File: config.mk
export PLATFORM = sky130hd
export DESIGN_NAME = mod_sub_pipe
export DESIGN_NICKNAME = d
export VERILOG_FILES = /design/src/rtl/mod_sub_pipe_pkg.sv /design/src/rtl/mod_sub_stage.sv /design/src/rtl/mod_sub_pipe.sv
export SDC_FILE = /design/constraint.sdc
export NUM_CORES = 1
export LEC_CHECK = 0
export BUFFER_PORTS_ARGS = -buffer_cell sky130_fd_sc_hd__buf_2
export CAP_MARGIN = 10
export CELL_PAD_IN_SITES_DETAIL_PLACEMENT = 1
export CELL_PAD_IN_SITES_GLOBAL_PLACEMENT = 1
export CORE_UTILIZATION = 40
export DETAILED_ROUTE_END_ITERATION = 6
export GPL_TIMING_DRIVEN = 0
export PLACE_DENSITY_LB_ADDON = 0.1
export SLEW_MARGIN = 40
export SYNTH_ARGS = -nofsm -noshare
export SYNTH_HDL_FRONTEND = slang
export SYNTH_SLANG_ARGS = --single-unit
File: constraint.sdc
create_clock -name clk -period 4 [get_ports clk]
set_input_delay 0.4 -clock clk [delete_from_list [all_inputs] [get_ports clk]]
set_output_delay 0.4 -clock clk [all_outputs]
set_load 0.01 [all_outputs]
File: src/rtl/mod_sub_pipe_pkg.sv
// Shared constants for the pipelined modular subtractor (operand width, fixed latency).
// Optional feature macro used by this block: MODSUB_RANGE_CHECK_EN.
`ifndef DATA_SIZE_ARB
`define DATA_SIZE_ARB 14
`endif
`ifndef MODSUB_LAT
`define MODSUB_LAT 2
`endif

package mod_sub_pipe_pkg;
  localparam int unsigned MODSUB_DATA_W = `DATA_SIZE_ARB;
  // Butterfly-level latency balancing relies on this matching the two register slices.
  localparam int unsigned MODSUB_LAT    = `MODSUB_LAT;
endpackage

File: src/rtl/mod_sub_stage.sv
// Generic valid/ready register slice: loads on advance, holds on stall, clears on reset.
module mod_sub_stage #(
  parameter int unsigned W = 8
) (
  input  logic         clk,
  input  logic         reset,
  input  logic         i_adv,
  input  logic         i_valid,
  input  logic [W-1:0] i_data,
  output logic         o_valid,
  output logic [W-1:0] o_data
);
  logic         r_valid;
  logic [W-1:0] r_data;

  // Slice register; a bubble also zeroes the payload so an empty slice reads as zero.
  always_ff @(posedge clk) begin
    if (reset) begin
      r_valid <= 1'b0;
      r_data  <= {W{1'b0}};
    end else if (i_adv) begin
      r_valid <= i_valid;
      r_data  <= i_valid ? i_data : {W{1'b0}};
    end else begin
      r_valid <= r_valid;
      r_data  <= r_data;
    end
  end

  assign o_valid = r_valid;
  assign o_data  = r_data;
endmodule

File: src/rtl/mod_sub_pipe.sv
// Two-stage modular subtractor out = (a - b) mod q with valid/ready handshake.
// Define MODSUB_RANGE_CHECK_EN to add out_err, flagging beats with a >= q or b >= q.
module mod_sub_pipe
  import mod_sub_pipe_pkg::*;
#(
  parameter int unsigned DATA_W = MODSUB_DATA_W
) (
  input  logic              clk,
  input  logic              reset,
  input  logic              in_valid,
  output logic              in_ready,
  input  logic [DATA_W-1:0] q,
  input  logic [DATA_W-1:0] NTTin0,
  input  logic [DATA_W-1:0] NTTin1,
  output logic              out_valid,
  input  logic              out_ready,
  output logic [DATA_W-1:0] out
`ifdef MODSUB_RANGE_CHECK_EN
  ,
  output logic              out_err
`endif
);
`ifdef MODSUB_RANGE_CHECK_EN
  localparam int unsigned S1_W = 2 * DATA_W + 2;
  localparam int unsigned S2_W = DATA_W + 1;
`else
  localparam int unsigned S1_W = 2 * DATA_W + 1;
  localparam int unsigned S2_W = DATA_W;
`endif

  logic              w_adv1;
  logic              w_adv2;
  logic              w_s1_valid;
  logic              w_s2_valid;
  logic [S1_W-1:0]   w_s1_in;
  logic [S1_W-1:0]   w_s1_q;
  logic [S2_W-1:0]   w_s2_in;
  logic [S2_W-1:0]   w_s2_q;
  logic [DATA_W:0]   w_diff;
  logic [DATA_W:0]   w_s1_diff;
  logic [DATA_W-1:0] w_s1_mod;
  logic [DATA_W-1:0] w_res;

  // A stage may load when it is empty or the stage after it is moving.
  assign w_adv2   = !w_s2_valid || out_ready;
  assign w_adv1   = !w_s1_valid || w_adv2;
  assign in_ready = w_adv1;

  assign w_diff = {1'b0, NTTin0} - {1'b0, NTTin1};

`ifdef MODSUB_RANGE_CHECK_EN
  logic w_err;
  logic w_s1_err;
  logic w_s2_err;

  assign w_err   = (NTTin0 >= q) || (NTTin1 >= q);
  assign w_s1_in = {w_diff, q, w_err};
  assign {w_s1_diff, w_s1_mod, w_s1_err} = w_s1_q;
  assign w_s2_in = {w_res, w_s1_err};
  assign {out, w_s2_err} = w_s2_q;
  assign out_err = w_s2_err;
`else
  assign w_s1_in = {w_diff, q};
  assign {w_s1_diff, w_s1_mod} = w_s1_q;
  assign w_s2_in = w_res;
  assign out     = w_s2_q;
`endif

  // Borrow out of the subtraction means a < b: fold back into range by adding q.
  always_comb begin
    w_res = w_s1_diff[DATA_W-1:0];
    if (w_s1_diff[DATA_W]) begin
      w_res = w_s1_diff[DATA_W-1:0] + w_s1_mod;
    end else begin
      w_res = w_s1_diff[DATA_W-1:0];
    end
  end

  mod_sub_stage #(.W(S1_W)) u_s1 (
    .clk     (clk),
    .reset   (reset),
    .i_adv   (w_adv1),
    .i_valid (in_valid),
    .i_data  (w_s1_in),
    .o_valid (w_s1_valid),
    .o_data  (w_s1_q)
  );

  mod_sub_stage #(.W(S2_W)) u_s2 (
    .clk     (clk),
    .reset   (reset),
    .i_adv   (w_adv2),
    .i_valid (w_s1_valid),
    .i_data  (w_s2_in),
    .o_valid (w_s2_valid),
    .o_data  (w_s2_q)
  );

  assign out_valid = w_s2_valid;
endmodule

-- Word-level counts from Yosys, hierarchy flattened
Index checks and enable logic that the tools add are counted.
- add/sub/neg operators: 2
- mux-type cells: 3
- reduce and logical (&&, ||, !) cells: 4
- operator list (kind ; count):
    $mux W29 ; 1
    $mux W14 ; 2
    $sub A14 B14 Y15 ; 1
    $add A14 B14 Y14 ; 1
    $logic_not A1 Y1 ; 2
    $logic_or A1 B1 Y1 ; 2
- flip-flop bits (word level): 45
- input port bits: 46
- output and inout bits: 16
- logic and storage cells: 13

-- Longest topological paths before layout
- depth after elaboration: 3
- mapped depth: 9
- gate-level depth less buffers: 9

-- Cells and area by module
A second synthesis with hierarchy kept.
- cell total of the unflattened synthesis: 408
- area, all modules: 3286.9 um2
- by module, submodules not included (module ; instances ; cells an instance ; area an instance (um2) ; sequential area each (um2)):
    mod_sub_pipe ; 1 ; 213 ; 1561.5 ; 0.0
    mod_sub_stage at u_s1 ; 1 ; 131 ; 1143.6 ; 600.6
    mod_sub_stage at u_s2 ; 1 ; 64 ; 581.8 ; 300.3

-- Worst setup path before layout
Ideal clock, no wire load.
- path kind: flip-flop to flip-flop
- start: reg u_s1.r_data[0] (netlist: u_s1.o_data[0])
- end: reg u_s2.r_data[10] (netlist: u_s2.o_data[10])
- library setup time: 0.087 ns
- arrival time: 1.945 ns
- path slack: 1.968 ns
- cell stages (with the launch flop): 9
- buffers on the path: 0
- period minus slack after synthesis: 2.032 ns
- cells stage by stage: dfxtp_1 -> ha_1 -> fa_1 -> a211oi_1 -> o21ai_1 -> a41oi_2 -> xnor2_1 -> mux2i_1 -> o31ai_1
- word-level cells in the longest chain between the ends: 3
- RTL lines (item ; line ; source):
    start: declaration ; mod_sub_stage.sv:14 ; logic [W-1:0] r_data;
    start signal: assignment ; mod_sub_stage.sv:20 ; r_data <= {W{1'b0}};
    start signal: assignment ; mod_sub_stage.sv:23 ; r_data <= i_valid ? i_data : {W{1'b0}};
    start signal: assignment ; mod_sub_stage.sv:26 ; r_data <= r_data;
    $add A14 B14 Y14 ; mod_sub_pipe.sv:73 ; w_res = w_s1_diff[DATA_W-1:0] + w_s1_mod;
    $mux W14 ; mod_sub_pipe.sv:72 ; if (w_s1_diff[DATA_W]) begin
    $mux W14 ; mod_sub_stage.sv:23 ;
    end signal: assignment ; mod_sub_stage.sv:20 ;
    end signal: assignment ; mod_sub_stage.sv:23 ;
    end signal: assignment ; mod_sub_stage.sv:26 ;
    end: declaration ; mod_sub_stage.sv:14 ;
No other way between the ends.
A chain may end at the register's enable or synchronous reset.

-- Worst setup path after layout
- start: reg u_s1.r_data[14] (netlist: u_s1.o_data[14])
- end: reg u_s2.r_data[10] (netlist: u_s2.o_data[10])
Same word-level chain as after synthesis.

==> summary.md <==
| Metric | Value |
|---|---|
| Vias in the first global route | 2714 |
| Critical Path End Type | register |
| Final setup fails | 0 |
| Placeable Area | 7250 um^2 |
| Clk_skew | roughly 0.005 ns |
| Vias per cell | 5.29 |
| Worst-Margin Slew | 0.613 ns |
| Critical path class | reg -> reg |
| Clk Latency, worst-skew pair | 0.30 ns |
| Filler cells | 920 |
| Post-CTS sizing | 0 |
| CP Data Required Time | 4.22 ns |
| Post-CTS setup buffer count | 0 |
| Final Util | 0.486 |
| Worst Hold Class | in -> reg |
| Post-Syn Area | 3000 um^2 |
| Initial DRT Pass Iterations | 4 |
| Antenna-violating nets left | 0 |
| Number of port buffers | 60 |
| Post-synth EDFFs | 0 |
| Final Net Count | 514 |
| Status | completed |
| P per Cell Area | 307 nW/um^2 |
| Max-cap violations | 0 |
| Async SR Flop Fraction | 0 |
| Internal power | 767 uW |
| Switching power | approximately 320 uW |
| Comb pwr share | 0.238 |
| Post-synthesis sequential area ratio | 0.301 |
| Timing-limited maximum frequency | 0.429 GHz |
| CTS tree | yes |
| Reg power frac | 0.453 |
| WL final | around 7800 um |
| Largest net degree at the start of global routing | 14 |
| RSZ-0062 raised after global routing | false |
| FF-to-FF path depth | 8 |
| Syn Nets | 447 |
| Leading area contributor after synthesis | dfxtp_1 |
| Die area | between 7000 and 8000 um^2 |
| Crit path launch type | register |
| Worst VDD drop | 0.000189 V |
| Grt ovf | 0 |
| Clock-pin slew on the worst setup and hold paths | 0.08 ns |
| Global-route wire length before repair | 13200 um |
| R2r setup slk | 1.67 ns |
| Main synth FF type | dfxtp_1 |
| Seq. cell area | 901 um^2 |
| Leakage | around 1.6 nW |
| CTS Buffer Depth | 2 |
| Synth area leaders | dfxtp_1 (30%), ha_1 (11%), a21oi_1 (7.0%), nand2_1 (5.4%), nor2_1 (3.5%) |
| Drt drc | 0 |
| Synth Warn # | 0 |
| N_diodes | 0 |
| Dpl cell area | 3420 um^2 |
| Detail Placement HPWL | 6440 um |
| Final Max Slew Viols | 0 |
| Slew HR | 0.590 |
| IO Pins | 62 |
| CTS Buf Count | 5 |
| Crit path time final | 2.33 ns |
| Die Y | between 80 and 90 um |
| Synth unique cells | 54 |
| Multi-input gate area | 1940 um^2 |
| Final instance area | around 3500 um^2 |
| Initial Util | 0.413 |
| Clock power frac | 0.309 |
| Area growth, synth to finish | 17.6% |
| Die width | 88.6 um |
| Share of cells above drive strength 1 | 0.194 |
| Hold depth | 3 |
| Post-Syn Instances | 372 |
| Initial antenna violation count | 0 |
| WL per Instance | around 14 um |
| Sink Count | 45 |
| Global-route usage over all layers | 0.217 |
| Total negative slack | 0 ns |
| # rows | 31 |
| Worst EP arrival | roughly 2.6 ns |
| H-Tree Depth | 2 |
| Yosys top cell area share | 0.301 |
| Hold Vio Cnt, Final | 0 |
| Vias | 2848 |
| Sw Share | 0.292 |
| Synthesized area per cell | between 8 and 9 um^2 |
| Clock root cell | clkbuf_8 |
| 1st-iter DRT viols | 48 |
| Synthesis-stage register bit count | 45 |
| Peak fanout along the critical path | 3 |
| Hold-fix buffers, CTS | 0 |
| Period utilization | 0.583 |
| Final GP Congestion | 0.829 |
==> power groups by stage <==
stage                     clock [mW]  sequential, mW  combinational, mW
after CTS                      0.343           0.491              0.261
final                          0.335           0.490              0.258
after floorplan                    0           0.495              0.186
after global placement             0           0.500              0.252
after detailed placement           0           0.501              0.258
after global routing           0.365           0.494              0.291
==> critical path, cell delays in order (launching register included) <==
cell and delay, ns:
dfxtp_1 0.35, ha_1 0.22, fa_1 0.43, a211oi_1 0.36, o21ai_1 0.20, a41oi_2 0.23
xnor2_1 0.14, mux2i_1 0.12, o31ai_1 0.20
==> cell usage in the layout (no fill, tap or decap), types with 8 or more instances in the layout <==
master,count
dfxtp_1,45
a21oi_1,42
clkbuf_1,8
o21ai_0,21
xor2_1,8
buf_2,64
nor2_1,28
xnor2_1,10
nand2_1,43
a21o_1,11
nand3_1,20
inv_1,18
ha_1,27
a22oi_1,8
==> worst paths after layout <==
check,to,startpoint
min reg2reg,u_s1.o_data[4],u_s1.o_data[4]
max,u_s2.o_data[10],u_s1.o_data[14]
max reg2reg,u_s2.o_data[10],u_s1.o_data[14]
min,u_s1.o_data[2],q[2]
==> registers in the layout, summed over array words and instances, names as in the netlist <==
register      cells
u_s1.o_data      29
u_s2.o_data      14
u_s1.o_valid      1
u_s2.o_valid      1
==> final cells by class <==
| class | instances | share of cell area |
|---|---|---|
| Multi-Input combinational cell | 291 | 0.550 |
| Sequential cell | 45 | 0.256 |
| Timing Repair Buffer | 60 | 0.0852 |
| Tap cell | 99 | 0.0351 |
| Buffer | 18 | 0.0252 |
| Clock buffer | 5 | 0.0195 |
| Inverter | 18 | 0.0192 |
| Clock inverter | 2 | 0.00994 |
==> kinds of logic (layout without fill, tap and decap cells) <==
logic type / Yosys count / after routing / share of synthesized area
multiplexers: 7 / 7 / 0.0238
buffers and inverters: 36 / 103 / 0.0522
adder cells (fa/ha/maj): 29 / 29 / 0.126
AO/OA/AOI/OAI: 121 / 121 / 0.266
flip-flops: 45 / 45 / 0.301
XOR/XNOR: 18 / 18 / 0.0526
AND/OR/NAND/NOR: 116 / 116 / 0.179
==> stage by stage <==
stage	power [mW]	setup WS, ns	std cells	hold slack [ns]
final	1.08	1.67	538	0.366
after global routing	1.15	1.47	538	0.376
after CTS	1.09	1.68	538	0.359
after detailed placement	0.760	1.70	531	0.452
after global placement	0.752	1.73	531	0.449
after floorplan	0.680	1.97	372	0.436
==> Yosys cell counts, types with 2 or more instances <==
master,n
dfxtp_1,45
nand2_1,43
a21oi_1,42
nor2_1,28
ha_1,27
o21ai_0,21
nand3_1,20
inv_1,18
a21o_1,11
xnor2_1,10
a22oi_1,8
clkbuf_1,8
xor2_1,8
a211oi_1,6
mux2i_1,6
o21a_1,6
o22ai_1,5
buf_2,4
nand3b_1,4
nor2b_1,4
or3_1,4
buf_1,3
nand4_1,3
o21ai_1,3
buf_6,2
fa_1,2
nand2b_1,2
nor3_1,2
or2_2,2
==> metal layers <==
layer / up-vias / share of wire / GRT usage
li1: 1462 / - / -
met1: 1319 / 0.49 / 0.288
met5: - / 0 / 0
met3: 8 / 0.024 / 0.0261
met2: 59 / 0.48 / 0.368
met4: 0 / 0.015 / 0.0660
Power figures use the tool's default switching activity.
